**src/rtl/dlygen_pkg.sv**
```systemverilog
// Shared types and constants for the delay/pulse generator.
// Optional burst support is selected by defining DLYGEN_BURST_EN.
package dlygen_pkg;

  localparam int CW_DEF = 18;
  localparam int BW     = 8;

  typedef enum logic [1:0] {
    IDLE  = 2'd0,
    DELAY = 2'd1,
    PULSE = 2'd2,
    DONE  = 2'd3
  } state_t;

  // A programmed shot count of zero still fires once.
  function automatic logic [BW-1:0] burst_norm(input logic [BW-1:0] b);
    return (b == '0) ? BW'(1) : b;
  endfunction

endpackage

```
**src/rtl/delay_pulse_gen_if.sv**
```systemverilog
// Host/timebase-facing signal bundle of delay_pulse_gen; burst is present only with DLYGEN_BURST_EN.
// Handshake: there is no valid/ready; tick is a one-cycle strobe, trig is an async level, outputs are registered.
interface delay_pulse_gen_if
  import dlygen_pkg::*;
#(
  parameter int CW = CW_DEF
) ();

  logic          tick;
  logic          trig;
  logic          abort;
  logic [CW-1:0] delay;
  logic [CW-1:0] width;
`ifdef DLYGEN_BURST_EN
  logic [BW-1:0] burst;
`endif
  logic          pulse;
  logic          busy;
  logic          done;
  state_t        state;

  modport master (
    output tick, trig, abort, delay, width,
`ifdef DLYGEN_BURST_EN
    output burst,
`endif
    input  pulse, busy, done, state
  );

  modport slave (
    input  tick, trig, abort, delay, width,
`ifdef DLYGEN_BURST_EN
    input  burst,
`endif
    output pulse, busy, done, state
  );

endinterface

```
**src/rtl/trig_sync_edge.sv**
```systemverilog
// Synchroniser for the asynchronous trigger level followed by a registered rising-edge detector.
// Latency from d_i rise to edge_o is SYNC_STAGES+1 clocks; edge_o is one cycle wide.
module trig_sync_edge #(
  parameter int SYNC_STAGES = 2
) (
  input  logic clk,
  input  logic rst_n,
  input  logic d_i,
  output logic edge_o
);

  logic [SYNC_STAGES-1:0] sync_q;
  logic                   prev_q;

  always_ff @(posedge clk or negedge rst_n) begin
    if (!rst_n) begin
      sync_q <= '0;
      prev_q <= 1'b0;
      edge_o <= 1'b0;
    end else begin
      sync_q <= (sync_q << 1) | SYNC_STAGES'(d_i);
      prev_q <= sync_q[SYNC_STAGES-1];
      edge_o <= sync_q[SYNC_STAGES-1] & ~prev_q;
    end
  end

endmodule

```
**src/rtl/delay_pulse_gen.sv**
```systemverilog
// Trigger-started delay/pulse stage counting prescaled ticks; delay and width are latched per shot.
// Define DLYGEN_BURST_EN to add a per-trigger shot count (bus.burst).
module delay_pulse_gen
  import dlygen_pkg::*;
#(
  parameter int CW          = CW_DEF,
  parameter int SYNC_STAGES = 2
) (
  input logic              clk,
  input logic              rst_n,
  delay_pulse_gen_if.slave bus
);

  logic          trg_edge;
  state_t        state_q, state_d;
  logic [CW-1:0] cnt_q, cnt_d;
  logic [CW-1:0] wid_q, wid_d;
  logic [CW-1:0] width_norm;
  logic          pulse_q, pulse_d;
  logic          busy_q, busy_d;
  logic          done_q, done_d;
  logic          gap;
`ifdef DLYGEN_BURST_EN
  logic [CW-1:0] dly_q, dly_d;
  logic [BW-1:0] burst_q, burst_d;
`endif

  trig_sync_edge #(
    .SYNC_STAGES(SYNC_STAGES)
  ) u_trig_sync_edge (
    .clk   (clk),
    .rst_n (rst_n),
    .d_i   (bus.trig),
    .edge_o(trg_edge)
  );

  assign width_norm = (bus.width == '0) ? CW'(1) : bus.width;

  always_comb begin
    state_d = state_q;
    cnt_d   = cnt_q;
    wid_d   = wid_q;
    gap     = 1'b0;
`ifdef DLYGEN_BURST_EN
    dly_d   = dly_q;
    burst_d = burst_q;
`endif
    unique case (state_q)
      IDLE: begin
        if (trg_edge) begin
          wid_d = width_norm;
`ifdef DLYGEN_BURST_EN
          dly_d   = bus.delay;
          burst_d = burst_norm(bus.burst);
`endif
          if (bus.delay == '0) begin
            state_d = PULSE;
            cnt_d   = width_norm;
          end else begin
            state_d = DELAY;
            cnt_d   = bus.delay;
          end
        end
      end
      DELAY: begin
        if (bus.tick) begin
          if (cnt_q <= CW'(1)) begin
            state_d = PULSE;
            cnt_d   = wid_q;
          end else begin
            cnt_d = cnt_q - CW'(1);
          end
        end
      end
      PULSE: begin
        if (bus.tick) begin
          if (cnt_q <= CW'(1)) begin
            state_d = DONE;
`ifdef DLYGEN_BURST_EN
            if (burst_q > BW'(1)) begin
              burst_d = burst_q - BW'(1);
              if (dly_q == '0) begin
                // Back-to-back shots still need one low clock between pulses.
                state_d = PULSE;
                cnt_d   = wid_q;
                gap     = 1'b1;
              end else begin
                state_d = DELAY;
                cnt_d   = dly_q;
              end
            end
`endif
          end else begin
            cnt_d = cnt_q - CW'(1);
          end
        end
      end
      DONE: state_d = IDLE;
      default: state_d = IDLE;
    endcase
    // Abort overrides every transition, including a trigger seen this cycle.
    if (bus.abort) begin
      state_d = IDLE;
    end
  end

  assign pulse_d = (state_d == PULSE) && !gap;
  assign busy_d  = (state_d != IDLE);
  assign done_d  = (state_d == DONE);

  always_ff @(posedge clk or negedge rst_n) begin
    if (!rst_n) begin
      state_q <= IDLE;
      cnt_q   <= '0;
      wid_q   <= '0;
      pulse_q <= 1'b0;
      busy_q  <= 1'b0;
      done_q  <= 1'b0;
    end else begin
      state_q <= state_d;
      cnt_q   <= cnt_d;
      wid_q   <= wid_d;
      pulse_q <= pulse_d;
      busy_q  <= busy_d;
      done_q  <= done_d;
    end
  end

`ifdef DLYGEN_BURST_EN
  always_ff @(posedge clk or negedge rst_n) begin
    if (!rst_n) begin
      dly_q   <= '0;
      burst_q <= '0;
    end else begin
      dly_q   <= dly_d;
      burst_q <= burst_d;
    end
  end
`endif

  assign bus.pulse = pulse_q;
  assign bus.busy  = busy_q;
  assign bus.done  = done_q;
  assign bus.state = state_q;

endmodule

```
**src/flat_wrapper.sv**
```systemverilog
// flat-port wrapper written by rule: the top's interface ports become plain ports
module delay_pulse_gen_flat import dlygen_pkg::*;
#(
  parameter int CW          = CW_DEF,
  parameter int SYNC_STAGES = 2
)
  (clk, rst_n, bus_tick, bus_trig, bus_abort, bus_delay, bus_width, bus_pulse, bus_busy, bus_done, bus_state);
  delay_pulse_gen_if #(.CW(CW)) bus_i ();
  input logic clk;
  input logic rst_n;
  input wire logic [$bits(bus_i.tick)-1:0] bus_tick;
  input wire logic [$bits(bus_i.trig)-1:0] bus_trig;
  input wire logic [$bits(bus_i.abort)-1:0] bus_abort;
  input wire logic [$bits(bus_i.delay)-1:0] bus_delay;
  input wire logic [$bits(bus_i.width)-1:0] bus_width;
  output wire logic [$bits(bus_i.pulse)-1:0] bus_pulse;
  output wire logic [$bits(bus_i.busy)-1:0] bus_busy;
  output wire logic [$bits(bus_i.done)-1:0] bus_done;
  output wire logic [$bits(bus_i.state)-1:0] bus_state;
  assign bus_i.tick = bus_tick;
  assign bus_i.trig = bus_trig;
  assign bus_i.abort = bus_abort;
  assign bus_i.delay = bus_delay;
  assign bus_i.width = bus_width;
  assign bus_pulse = bus_i.pulse;
  assign bus_busy = bus_i.busy;
  assign bus_done = bus_i.done;
  assign bus_state = bus_i.state;
  delay_pulse_gen #(.CW(CW), .SYNC_STAGES(SYNC_STAGES)) u_core (.clk(clk), .rst_n(rst_n), .bus(bus_i));
endmodule
```
**config.mk**
```make
export PLATFORM = sky130hd
export DESIGN_NAME = delay_pulse_gen_flat
export DESIGN_NICKNAME = d
export VERILOG_FILES = /design/src/rtl/dlygen_pkg.sv /design/src/rtl/delay_pulse_gen_if.sv /design/src/rtl/trig_sync_edge.sv /design/src/rtl/delay_pulse_gen.sv /design/src/flat_wrapper.sv
export SDC_FILE = /design/constraint.sdc
export NUM_CORES = 1
export LEC_CHECK = 0
export ABC_AREA = 1
export BUFFER_PORTS_ARGS = -buffer_cell sky130_fd_sc_hd__buf_2
export CORE_ASPECT_RATIO = 0.6
export CORE_MARGIN = 2
export CORE_UTILIZATION = 45
export CTS_BUF_LIST = sky130_fd_sc_hd__clkbuf_4 sky130_fd_sc_hd__clkbuf_8 sky130_fd_sc_hd__clkbuf_16
export CTS_CLUSTER_SIZE = 16
export DETAILED_ROUTE_END_ITERATION = 8
export GPL_TIMING_DRIVEN = 0
export PLACE_DENSITY = 0.65
export SETUP_SLACK_MARGIN = 0.2
export SYNTH_ARGS = -nofsm -noshare
export SYNTH_HDL_FRONTEND = slang
export SYNTH_SLANG_ARGS = --single-unit
```
**constraint.sdc**
```tcl
create_clock -name clk -period 2.25 [get_ports clk]
set_input_delay 0.5625 -clock clk [delete_from_list [all_inputs] [get_ports clk]]
set_output_delay 0.5625 -clock clk [all_outputs]
set_load 0.02 [all_outputs]
```
==> impl_results.md <==
* Clock Latency Late Sink at 0.29 ns
* Largest net degree at the start of global routing at 46
* Fin cells at 603
* Worst Hold Depth at 0
* Drt wl/cell at 14.24 um
* Worst r2r src: u_core.bus.state[1]
* Most used cell, CP: nand2_1
* CP endpoint kind: flip-flop
* Number of global-route vias before repair at 2,805
* Top FF cell, synth: dfrtp_1
* Cell Chain, Critical Path: inv_1 -> ha_1 -> inv_2 -> nor2_1 -> a211oi_4 -> buf_4 -> nand2_8 -> buf_6 -> a21oi_1 -> nand2_1 -> nand2_1
* DR pass1 iterations at 6
* CP required at 2.49 ns
* Total track usage at 24.33%
* Largest area contributor in the netlist: dfrtp_1
* Vias at 3,108
* Simple-gate share of the synthesized area at 38.39%
* Vias/cell at 5.154
* 1st-iter DRT viols at 191
* Avg Cell Area, Syn at 6.710 um^2
* Commonest cells post-synth: nand2_1 (142), nor2_1 (69), inv_1 (49)
* Area added between synthesis and finish at 19.05%
* Mux contribution to synthesized area at 0%
* Synth Area in Adders at 3.264%
* LEAKAGE at 1.888 nW
* Clock skew at 0.008224 ns
* Die area at 7513 um^2
* Die span in y at 67.95 um
* # nets final at 564
* Post-synthesis cell type count at 26
* First-pass GRT wire length at 14,120 um
* Layout cell share with drive strength beyond 1 at 19.19%
* Final setup viols at 0
* RSZ-0062 raised after global routing: true
* Syn Nets at 506
* Drt total wl at 8589 um
* Synth top area share at 36.72%
* Register area at 1126 um^2
* Setup TNS at 0 ns
* Hold Path Class: flip-flop to flip-flop
* Tmin final at 1.912 ns
* Sequential share of the synthesized area at 36.72%
* Worst Path Max Fanout at 10
* Xor-xnor portion of the synthesized cell area at 3.427%
* Critical path arrival at 2.15 ns
* Effective utilization at floorplan at 46.13%
* Final core utilization at 54.92%
* Max stage delay on crit path at 0.43 ns
* Crit share post-route at 84.97%
* Hold_buf cts at 0
* Placed cell count at 589
* Max-Cap Viols at 0
* Power per cell area at 1357 nW/um^2
* Antenna Nets Post-Route at 0
* Worst-margin pin slew at 1.064 ns
* CTS tree: yes
* HP Start: u_core.u_trig_sync_edge.sync_q[0]
* Share of flip-flops with an asynchronous set or reset at 100.0%
* Startpoint Class: flip-flop
* Yosys warns at 0
* Area fraction in compound gates after synthesis at 9.996%
* Clock Tree Root: clkbuf_16
* PortBufs at 45
* Fmax achieved at 523.0 MHz
* Hold path endpoint: u_core.u_trig_sync_edge.sync_q[1]
* DP Wirelength at 6565 um
* Initial antenna violation count at 0
* Reg clk slew, reported paths at 0.06 ns
* Area contributors post-synth: dfrtp_1 (37%), nand2_1 (17%), nor2_1 (8.4%)
* R2r worst-path depth at 11
* CTS Buf Count at 5
* Yosys reg bits at 45
* Fin. Hold Viols at 0
* Tot Pwr at 4.954 mW
* Slowest CP cell: dfrtp_1
* RR Endpoint: u_core.cnt_q[1]
* Cell Area, Synth at 3067 um^2
* Post-synth EDFFs at 0
* # fillers at 673
* Antenna cells at 0
* I/O Pins at 46
* Area occupied by multi-input gates at 1740 um^2
* Cell with the most instances after synthesis: nand2_1
* Fin. max-slew vios at 0
* Crit path kind: flip-flop to flip-flop
* Max-slew headroom at 29.03%
* Largest family of logic cells by synthesized area: simple AND/OR/NAND/NOR gates
* Gp weighted congestion at 0.9234
* Sinks on Clock Net at 45
* Row Count at 23
* Peak supply drop at 0.0006633 V
* Core region area at 6648 um^2
* Htree depth at 2
* Clock Path Buffers at 2
* Number of remaining DRC errors at 0
* Status: complete, no violations
* Overflow after GRT at 0
* Die X at 110.6 um
* Flop2flop setup slack at 0.34 ns
* Syn Inst Count at 457
[report_power, final]
part           total (mW)  switching (mW)  internal [mW]
clock network       0.759           0.309          0.450
logic                2.64            1.65          0.991
registers            1.55           0.371           1.18
total                4.95            2.33           2.62
[worst max-delay path, delay by kind of cell, from the launching register on]
family	cells	cell delay [ns]
adder cells (fa/ha/maj)	1	0.22
AND/OR/NAND/NOR	4	0.29
buffers and inverters	4	0.55
AO/OA/AOI/OAI	2	0.36
flip-flops	1	0.43
[sequential cells by signal (all words and copies together), names as in the netlist, 2 cells and up]
name,flops
u_core.bus.state,2
u_core.cnt_q,18
u_core.u_trig_sync_edge.sync_q,2
u_core.wid_q,18
[how the worst max path moves through the flow]
| stage | startpoint | endpoint | slack (ns) | cells after the start |
|---|---|---|---|---|
| after detailed placement | bus_delay[13] | u_core.cnt_q[10] | 0.09 | 9 |
| final | u_core.bus.state[1] | u_core.cnt_q[1] | 0.34 | 11 |
| after global routing | bus_delay[15] | u_core.bus.pulse | 0.19 | 11 |
| after floorplan | u_core.bus.state[1] | u_core.cnt_q[14] | 0.35 | 9 |
| after global placement | u_core.bus.state[0] | u_core.cnt_q[15] | 0.03 | 7 |
| after CTS | u_core.bus.state[1] | u_core.cnt_q[15] | 0.20 | 10 |
[metrics by stage]
stage               hold slack [ns]  cell area [um^2]  setup WS [ns]
finish                       0.3564              3651         0.3381
CTS                          0.3511              3583         0.1952
global route                 0.3602              3651         0.1872
global placement             0.3331              3408        0.03276
floorplan                    0.2669              3074         0.3479
detailed placement           0.3379              3408        0.08599
[kinds of logic (layout without fill, tap and decap cells)]
group | Yosys count | count (layout)
AO/OA/AOI/OAI | 54 | 54
flip-flops | 45 | 45
AND/OR/NAND/NOR | 276 | 276
XOR/XNOR | 12 | 12
buffers and inverters | 62 | 121
adder cells (fa/ha/maj) | 8 | 8
[routing by layer]
layer  vias up  share of wire, %  track usage, %
met5         -                 0               0
met4         0               1.1           5.625
met3        13               7.4           4.694
met2       102                40           36.50
met1      1451                51           36.37
li1       1542                 -               -
[cells in the final DEF, fill, tap and decap left out]
master / count
nand2_2: 6
and2_1: 1
a21oi_1: 29
ha_1: 7
nor3_2: 1
clkbuf_2: 5
nor3_1: 4
nor2_2: 6
nand2_4: 2
inv_1: 47
o21ai_1: 1
dfrtp_1: 45
buf_2: 45
nand2_1: 142
xnor2_1: 5
clkbuf_4: 3
xor2_1: 7
clkbuf_1: 4
nand2_8: 2
buf_4: 7
a211oi_4: 1
a21oi_2: 7
nor2_1: 64
o211ai_1: 1
ha_4: 1
inv_2: 3
nor2_4: 3
clkbuf_16: 5
o21ai_0: 15
buf_6: 2
nand3b_1: 1
nand3_1: 44
[repair_timing]
item,4_1_cts,5_1_grt
resized for setup,4,16
setup endpoints to repair,18,20
setup buffers,3,3
pin swaps,2,1
[cell type report]
type | instances | area share, %
repair buffers | 51 | 7.402
flip-flops and latches | 45 | 30.84
clock buffers | 8 | 4.044
inverters | 50 | 5.141
well taps | 87 | 2.981
multi-input cells | 350 | 47.67
plain buffers | 12 | 1.919
Note: power is estimated with default switching activity, not from simulation.
